==> config.mk <==
export PLATFORM = sky130hd
export DESIGN_NAME = hazard_scoreboard_flat
export DESIGN_NICKNAME = d
export VERILOG_FILES = /design/src/rtl/hazard_scoreboard_if.sv /design/src/rtl/hazard_scoreboard.sv /design/src/flat_wrapper.sv
export SDC_FILE = /design/constraint.sdc
export NUM_CORES = 1
export LEC_CHECK = 0
export CORE_UTILIZATION = 63
export DETAILED_ROUTE_END_ITERATION = 16
export MAX_ROUTING_LAYER = met4
export PLACE_DENSITY = 0.9
export RECOVER_POWER = 100
export SLEW_MARGIN = 30
export SYNTH_ARGS = -nofsm -noshare
export SYNTH_HDL_FRONTEND = slang
export SYNTH_SLANG_ARGS = --single-unit
export TNS_END_PERCENT = 5
==> constraint.sdc <==
create_clock -name clk -period 20.9 [get_ports clk]
set_clock_uncertainty 0.15 [all_clocks]
set_input_delay 4.18 -clock clk [delete_from_list [all_inputs] [get_ports clk]]
set_output_delay 4.18 -clock clk [all_outputs]
set_load 0.01 [all_outputs]
==> src/rtl/hazard_scoreboard_if.sv <==
// Issue/operand bus between decode and the hazard scoreboard.
// The master is the decode stage; the slave is the scoreboard.
interface hazard_scoreboard_if #(
   parameter int unsigned REG_COUNT = 32,
   parameter int unsigned ADDR_W    = 5,
   parameter int unsigned RD_PORTS  = 2,
   parameter int unsigned LAT_W     = 2,
   parameter int unsigned CNT_W     = 6
);
   logic                         issue_valid;
   logic                         issue_we;
   logic [ADDR_W-1:0]            issue_dest;
   logic [LAT_W-1:0]             issue_lat;
   logic [RD_PORTS-1:0]          src_valid;
   logic [RD_PORTS*ADDR_W-1:0]   src_addr;
   logic                         flush;
   logic                         stall;
   logic                         issue_accept;
   logic [RD_PORTS-1:0]          fwd_hit;
   logic [REG_COUNT-1:0]         busy_vec;
   logic [CNT_W-1:0]             pending_count;

   modport master (
      output issue_valid, issue_we, issue_dest, issue_lat, src_valid, src_addr, flush,
      input  stall, issue_accept, fwd_hit, busy_vec, pending_count
   );

   modport slave (
      input  issue_valid, issue_we, issue_dest, issue_lat, src_valid, src_addr, flush,
      output stall, issue_accept, fwd_hit, busy_vec, pending_count
   );
endinterface

==> src/rtl/hazard_scoreboard.sv <==
// Register hazard scoreboard: per-register write-back countdowns that
// produce RAW/WAW stalls, issue acceptance and bypass hints.
// Optional feature: define HAZARD_SCOREBOARD_FWD_EN to let an operand whose
// producer writes back next cycle proceed through the bypass path.
module hazard_scoreboard #(
   parameter int unsigned REG_COUNT = 32,
   parameter int unsigned ADDR_W    = 5,
   parameter int unsigned RD_PORTS  = 2,
   parameter int unsigned LAT_W     = 2,
   parameter int unsigned CNT_W     = 6
) (
   input logic                clk,
   input logic                rst,
   hazard_scoreboard_if.slave bus
);
   // Counters cover the full address space; entries 0 and >= REG_COUNT stay zero.
   localparam int unsigned NREGS = 1 << ADDR_W;

   logic [LAT_W-1:0]     r_cnt     [NREGS];
   logic [LAT_W-1:0]     w_cnt_nxt [NREGS];
   logic [LAT_W-1:0]     w_src_cnt [RD_PORTS];
   logic [REG_COUNT-1:0] r_busy;
   logic [REG_COUNT-1:0] w_busy_nxt;
   logic [CNT_W-1:0]     r_pend;
   logic [CNT_W-1:0]     w_pend_nxt;
   logic [LAT_W-1:0]     w_eff_lat;
   logic [LAT_W-1:0]     w_dest_cnt;
   logic [RD_PORTS-1:0]  w_ready;
   logic [RD_PORTS-1:0]  w_fwd;
   logic                 w_raw;
   logic                 w_waw;
   logic                 w_stall;
   logic                 w_accept;
   logic                 w_load;

   // A latency of zero behaves as one cycle.
   assign w_eff_lat  = (bus.issue_lat == '0) ? LAT_W'(1) : bus.issue_lat;
   assign w_dest_cnt = r_cnt[bus.issue_dest];

   // Per-port readiness; a counter of one may be bypassed when forwarding exists.
   always_comb begin
      w_ready = '1;
      w_fwd   = '0;
      for (int unsigned k = 0; k < RD_PORTS; k++) begin
         w_src_cnt[k] = r_cnt[bus.src_addr[k*ADDR_W +: ADDR_W]];
         if (bus.src_valid[k] && (w_src_cnt[k] != '0)) begin
`ifdef HAZARD_SCOREBOARD_FWD_EN
            if (w_src_cnt[k] == LAT_W'(1)) w_fwd[k]   = 1'b1;
            else                           w_ready[k] = 1'b0;
`else
            w_ready[k] = 1'b0;
`endif
         end
      end
   end

   // Stall and acceptance decisions.
   always_comb begin
      w_raw    = bus.issue_valid & ~(&w_ready);
      w_waw    = bus.issue_valid & bus.issue_we & (bus.issue_dest != '0) &
                 (w_dest_cnt >= w_eff_lat);
      w_stall  = w_raw | w_waw;
      w_accept = bus.issue_valid & ~w_stall & ~bus.flush & ~rst;
      w_load   = w_accept & bus.issue_we;
   end

   // Next counter values: flush beats load, load beats decrement.
   always_comb begin
      w_busy_nxt = '0;
      w_pend_nxt = '0;
      for (int unsigned r = 0; r < NREGS; r++) begin
         w_cnt_nxt[r] = '0;
         if ((r != 0) && (r < REG_COUNT) && !bus.flush) begin
            if (w_load && (bus.issue_dest == ADDR_W'(r))) w_cnt_nxt[r] = w_eff_lat;
            else if (r_cnt[r] != '0)                     w_cnt_nxt[r] = r_cnt[r] - LAT_W'(1);
         end
      end
      for (int unsigned r = 0; r < REG_COUNT; r++) begin
         w_busy_nxt[r] = (w_cnt_nxt[r] != '0);
         w_pend_nxt    = w_pend_nxt + CNT_W'(w_busy_nxt[r]);
      end
   end

   // Counter, busy vector and pending count state.
   always_ff @(posedge clk or posedge rst) begin
      if (rst) begin
         for (int unsigned r = 0; r < NREGS; r++) r_cnt[r] <= '0;
         r_busy <= '0;
         r_pend <= '0;
      end else begin
         for (int unsigned r = 0; r < NREGS; r++) r_cnt[r] <= w_cnt_nxt[r];
         r_busy <= w_busy_nxt;
         r_pend <= w_pend_nxt;
      end
   end

   assign bus.stall         = w_stall;
   assign bus.issue_accept  = w_accept;
   assign bus.fwd_hit       = w_fwd;
   assign bus.busy_vec      = r_busy;
   assign bus.pending_count = r_pend;
endmodule

==> src/flat_wrapper.sv <==
// flat-port wrapper written by rule: the top's interface ports become plain ports
module hazard_scoreboard_flat 
#(
   parameter int unsigned REG_COUNT = 32,
   parameter int unsigned ADDR_W    = 5,
   parameter int unsigned RD_PORTS  = 2,
   parameter int unsigned LAT_W     = 2,
   parameter int unsigned CNT_W     = 6
)
  (clk, rst, bus_issue_valid, bus_issue_we, bus_issue_dest, bus_issue_lat, bus_src_valid, bus_src_addr, bus_flush, bus_stall, bus_issue_accept, bus_fwd_hit, bus_busy_vec, bus_pending_count);
  hazard_scoreboard_if #(.REG_COUNT(REG_COUNT), .ADDR_W(ADDR_W), .RD_PORTS(RD_PORTS), .LAT_W(LAT_W), .CNT_W(CNT_W)) bus_i ();
  input logic clk;
  input logic rst;
  input wire logic [$bits(bus_i.issue_valid)-1:0] bus_issue_valid;
  input wire logic [$bits(bus_i.issue_we)-1:0] bus_issue_we;
  input wire logic [$bits(bus_i.issue_dest)-1:0] bus_issue_dest;
  input wire logic [$bits(bus_i.issue_lat)-1:0] bus_issue_lat;
  input wire logic [$bits(bus_i.src_valid)-1:0] bus_src_valid;
  input wire logic [$bits(bus_i.src_addr)-1:0] bus_src_addr;
  input wire logic [$bits(bus_i.flush)-1:0] bus_flush;
  output wire logic [$bits(bus_i.stall)-1:0] bus_stall;
  output wire logic [$bits(bus_i.issue_accept)-1:0] bus_issue_accept;
  output wire logic [$bits(bus_i.fwd_hit)-1:0] bus_fwd_hit;
  output wire logic [$bits(bus_i.busy_vec)-1:0] bus_busy_vec;
  output wire logic [$bits(bus_i.pending_count)-1:0] bus_pending_count;
  assign bus_i.issue_valid = bus_issue_valid;
  assign bus_i.issue_we = bus_issue_we;
  assign bus_i.issue_dest = bus_issue_dest;
  assign bus_i.issue_lat = bus_issue_lat;
  assign bus_i.src_valid = bus_src_valid;
  assign bus_i.src_addr = bus_src_addr;
  assign bus_i.flush = bus_flush;
  assign bus_stall = bus_i.stall;
  assign bus_issue_accept = bus_i.issue_accept;
  assign bus_fwd_hit = bus_i.fwd_hit;
  assign bus_busy_vec = bus_i.busy_vec;
  assign bus_pending_count = bus_i.pending_count;
  hazard_scoreboard #(.REG_COUNT(REG_COUNT), .ADDR_W(ADDR_W), .RD_PORTS(RD_PORTS), .LAT_W(LAT_W), .CNT_W(CNT_W)) u_core (.clk(clk), .rst(rst), .bus(bus_i));
endmodule
==> results.tsv <==
stage	metric	value	unit
critical_path	crit path buf inv count	6	
timing	final slew viol count	103	
floorplan	Initial Util	66.08	%
critical_path	Worst Setup Start Kind	input port	
critical_path	critical path endpoint category	flip-flop	
logic_synthesis	Mean Syn Cell Area	10.70	µm²
global_route	initial antenna violation count	0	
power_and_ir_drop	PD cells	48.39	mW/mm²
critical_path	CP Class	in2reg	
routing	drt wl/cell	22.59	µm
logic_synthesis	cells after synthesis	615	
critical_path	worst-path fanout max	24	
cells_and_area	Final #Nets	715	
placement	DPL Wire Length	13170	µm
critical_path	most used cell, CP	fa_1	
logic_synthesis	synth unique cells	59	
logic_synthesis	Post-synth EDFFs	0	
global_route	first-pass GRT wire length	29320	µm
clock_tree	Clock Sinks	99	
global_route	largest net degree at the start of global routing	78	
logic_synthesis	Synth warnings	0	
clock_tree	setup bufs post-CTS	0	
timing	worst slew pin tran	4.086	ns
cells_and_area	Area growth, synth to finish	12.29	%
routing	Detail Route Antenna Nets	0	
clock_tree	clk buf depth	2	
power_and_ir_drop	Max VDD drop	0.00006614	V
global_route	vias in the first global route	5417	
placement	post-place setup slack	7.705	ns
timing	setup violators final	0	
routing	DRC Markers	0	
placement	Final GP Congestion	1.041	
timing	Slew headroom	-172.4	%
cells_and_area	# diodes	0	
global_route	Global Route Usage Sum	36.98	%
timing	unrepaired setup endpoints after global routing	no	
timing	Final Hold Violating Endpoints	0	
floorplan	Cell Rows	36	
routing	Initial DRT Pass Iterations	5	
floorplan	Ports	66	
critical_path	Crit-path slowest cell	clkbuf_1	
clock_tree	TritonCTS Buffers	9	
critical_path	Top Family by Delay on Critical Path	adder cells	
run_status	failing checks	max-capacitance violations, max-slew violations	
placement	placed cell areas	0.007251	mm²
logic_synthesis	Cell Area, Synth	0.006578	mm²
cells_and_area	final instance area	0.007386	mm²
run_status	run status	finished with violations	
clock_tree	CTS tree	yes	
timing	Min Clock Period, post-route	13.80	ns
clock_tree	Post-CTS Resized	0	
timing	worst setup margin	7.104	ns
cells_and_area	share of post-route cells with drive strength above 1	10.42	%
job	max-cap violations	2	
critical_path	slowest stage delay, CP	1.17	ns
logic_synthesis	#FFs+latches synth	99	
floorplan	die area	0.01085	mm²
cells_and_area	post-layout util	74.20	%
placement	dpl cells	779	
routing	total wire length	17960	µm
critical_path	WP data required	21.05	ns
routing	Initial DRC Count	464	
floorplan	core area	0.009955	mm²
routing	Via density	6.663	
logic_synthesis	asr flop ratio synth	100.0	%
clock_tree	Clock Latency Late Sink	0.40	ns
global_route	grt total ovfl	0	
clock_tree	CTS clock-pin slew for the worst setup and hold paths	0.10	ns
logic_synthesis	ys flop type	dfrtp_1	
floorplan	Die Span X	104.2	µm
timing	period utilisation layout	66.01	%
clock_tree	post-cts hold buffer count	0	
timing	setup tns final	0	ns
hold_path	worst hold path class	reg2reg	
timing	fmax	72.48	MHz
routing	vias	5297	
power_and_ir_drop	Leak	0.003591	µW
critical_path	Critical Path AT	13.94	ns
cells_and_area	fin cells	795	
logic_synthesis	sequential fraction of the synthesis area	37.66	%
clock_tree	H-tree Lvls	3	
placement	PortBufs	62	
clock_tree	clk root buf	clkbuf_8	
floorplan	Die H	104.2	µm
## per-stage QoR
| stage | hold WS [ns] | total power [µW] |
|---|---|---|
| 6_report | 0.4525 | 357.4 |
| 5_1_grt | 0.4823 | 370.6 |
| 4_1_cts | 0.4516 | 361.2 |
| 3_5_place_dp | 0.4370 | 230.2 |
| 3_3_place_gp | 0.4263 | 229.5 |
| 2_1_floorplan | 0.3741 | 218.2 |
## cell families (layout without fill, tap and decap cells)
group	after synthesis	in the layout	synth area share, %
AO/OA/AOI/OAI	87	87	8.598
multiplexers	92	92	20.32
XOR/XNOR	3	3	0.3995
other	1	3	0.05701
flip-flops	99	99	37.66
adder cells (fa/ha/maj)	34	34	9.093
AND/OR/NAND/NOR	193	193	17.39
buffers and inverters	106	151	6.487
## cells in the final DEF, fill, tap and decap left out, drive strengths merged, types with 3 or more instances in the layout
master and count:
inv 65, dlygate4sd3 41, mux4 33, nor4 3
nand4 14, nor2 56, or2 6, xnor2 3
a22o 3, nand3b 30, a21oi 37, fa 23
a21o 13, nor3 3, conb 3, clkbuf 13
mux2i 57, or3 21, o211ai 3, nand4b 7
dfrtp 99, nand3 13, nor2b 8, nand2 13
ha 11, clkinv 3, o21ai 5, a211o 5
buf 8, nand2b 8, a31oi 5, clkdlybuf4s50 19
and3 5, o21a 3
## path summary, 6_finish.rpt
path                       slack, ns  depth (start not counted)                       start                               endpoint
setup / recovery                7.10                         29           bus_issue_dest[0]  u_core.bus.pending_count[5]$_DFF_PP0_
hold / removal                  0.45                          2   u_core.r_cnt[9]$_DFF_PP0_              u_core.r_cnt[9]$_DFF_PP0_
setup reg to reg               12.47                         26  u_core.r_cnt[40]$_DFF_PP0_  u_core.bus.pending_count[5]$_DFF_PP0_
hold reg to reg                 0.45                          2   u_core.r_cnt[9]$_DFF_PP0_              u_core.r_cnt[9]$_DFF_PP0_
max in group asynchronous      11.88                          3                         rst             u_core.r_cnt[20]$_DFF_PP0_
min in group asynchronous       4.34                          2                         rst             u_core.r_cnt[44]$_DFF_PP0_
## cell type report
class / count / area, µm²
fillers: 685 / 2569
flip-flops and latches: 99 / 2477
well taps: 133 / 166.4
multi-input cells: 412 / 3627
repair buffers: 71 / 666.9
inverters: 64 / 241.5
clock inverters: 6 / 68.82
clock buffers: 10 / 137.6
## per-layer routing
| metal | share of wire [%] | track usage, % | wire length [µm] |
|---|---|---|---|
| met1 | 40 | 48.23 | 7121 |
| met4 | 4.4 | 16.73 | 798 |
| met2 | 46 | 55.00 | 8334 |
| met3 | 9.5 | 9.398 | 1709 |
| met5 | 0 | - | 0 |
## Yosys cell counts (all sizes together), types with 2 or more instances
master,count,area (µm²)
dfrtp,99,2477
inv,63,236.5
nand2b,8,50.05
o21a,3,22.52
mux4,33,743.2
a31oi,5,31.28
a21o,13,97.59
nand2,13,48.80
a21oi,37,185.2
o21bai,2,15.01
xnor2,3,26.28
nor4,3,25.02
mux2,2,22.52
a211oi,2,15.01
nand4b,7,73.82
and3,5,46.29
or3,21,131.4
a211o,5,43.79
o21ba,2,20.02
fa,23,460.4
o21ai,5,25.02
nor2b,8,50.05
nand3,13,75.07
ha,11,137.6
clkbuf,30,112.6
nor3,3,15.01
mux2i,57,570.6
nor2,56,210.2
nand4,14,106.4
o211ai,3,22.52
and2,2,12.52
a22o,3,26.28
buf,12,73.82
nand3b,30,225.2
or2,6,37.54
## power by group
| part | leakage [µW] | internal (µW) | switching [µW] |
|---|---|---|---|
| registers | 0.00138 | 192 | 0.134 |
| clock network | 0.000109 | 59.9 | 71.4 |
| logic | 0.00210 | 11.8 | 22.6 |
## tightest hold or removal path, delay by kind of cell (launching register included)
kind	cells	cell delay (ns)
flops	1	0.41
mux	1	0.07
simple gates	1	0.09
## sequential cells by signal, summed over array words and instances (netlist names)
register	count
u_core.r_cnt	62
u_core.bus.pending_count	6
u_core.bus.busy_vec	31
(Power assumes the default switching activity.)
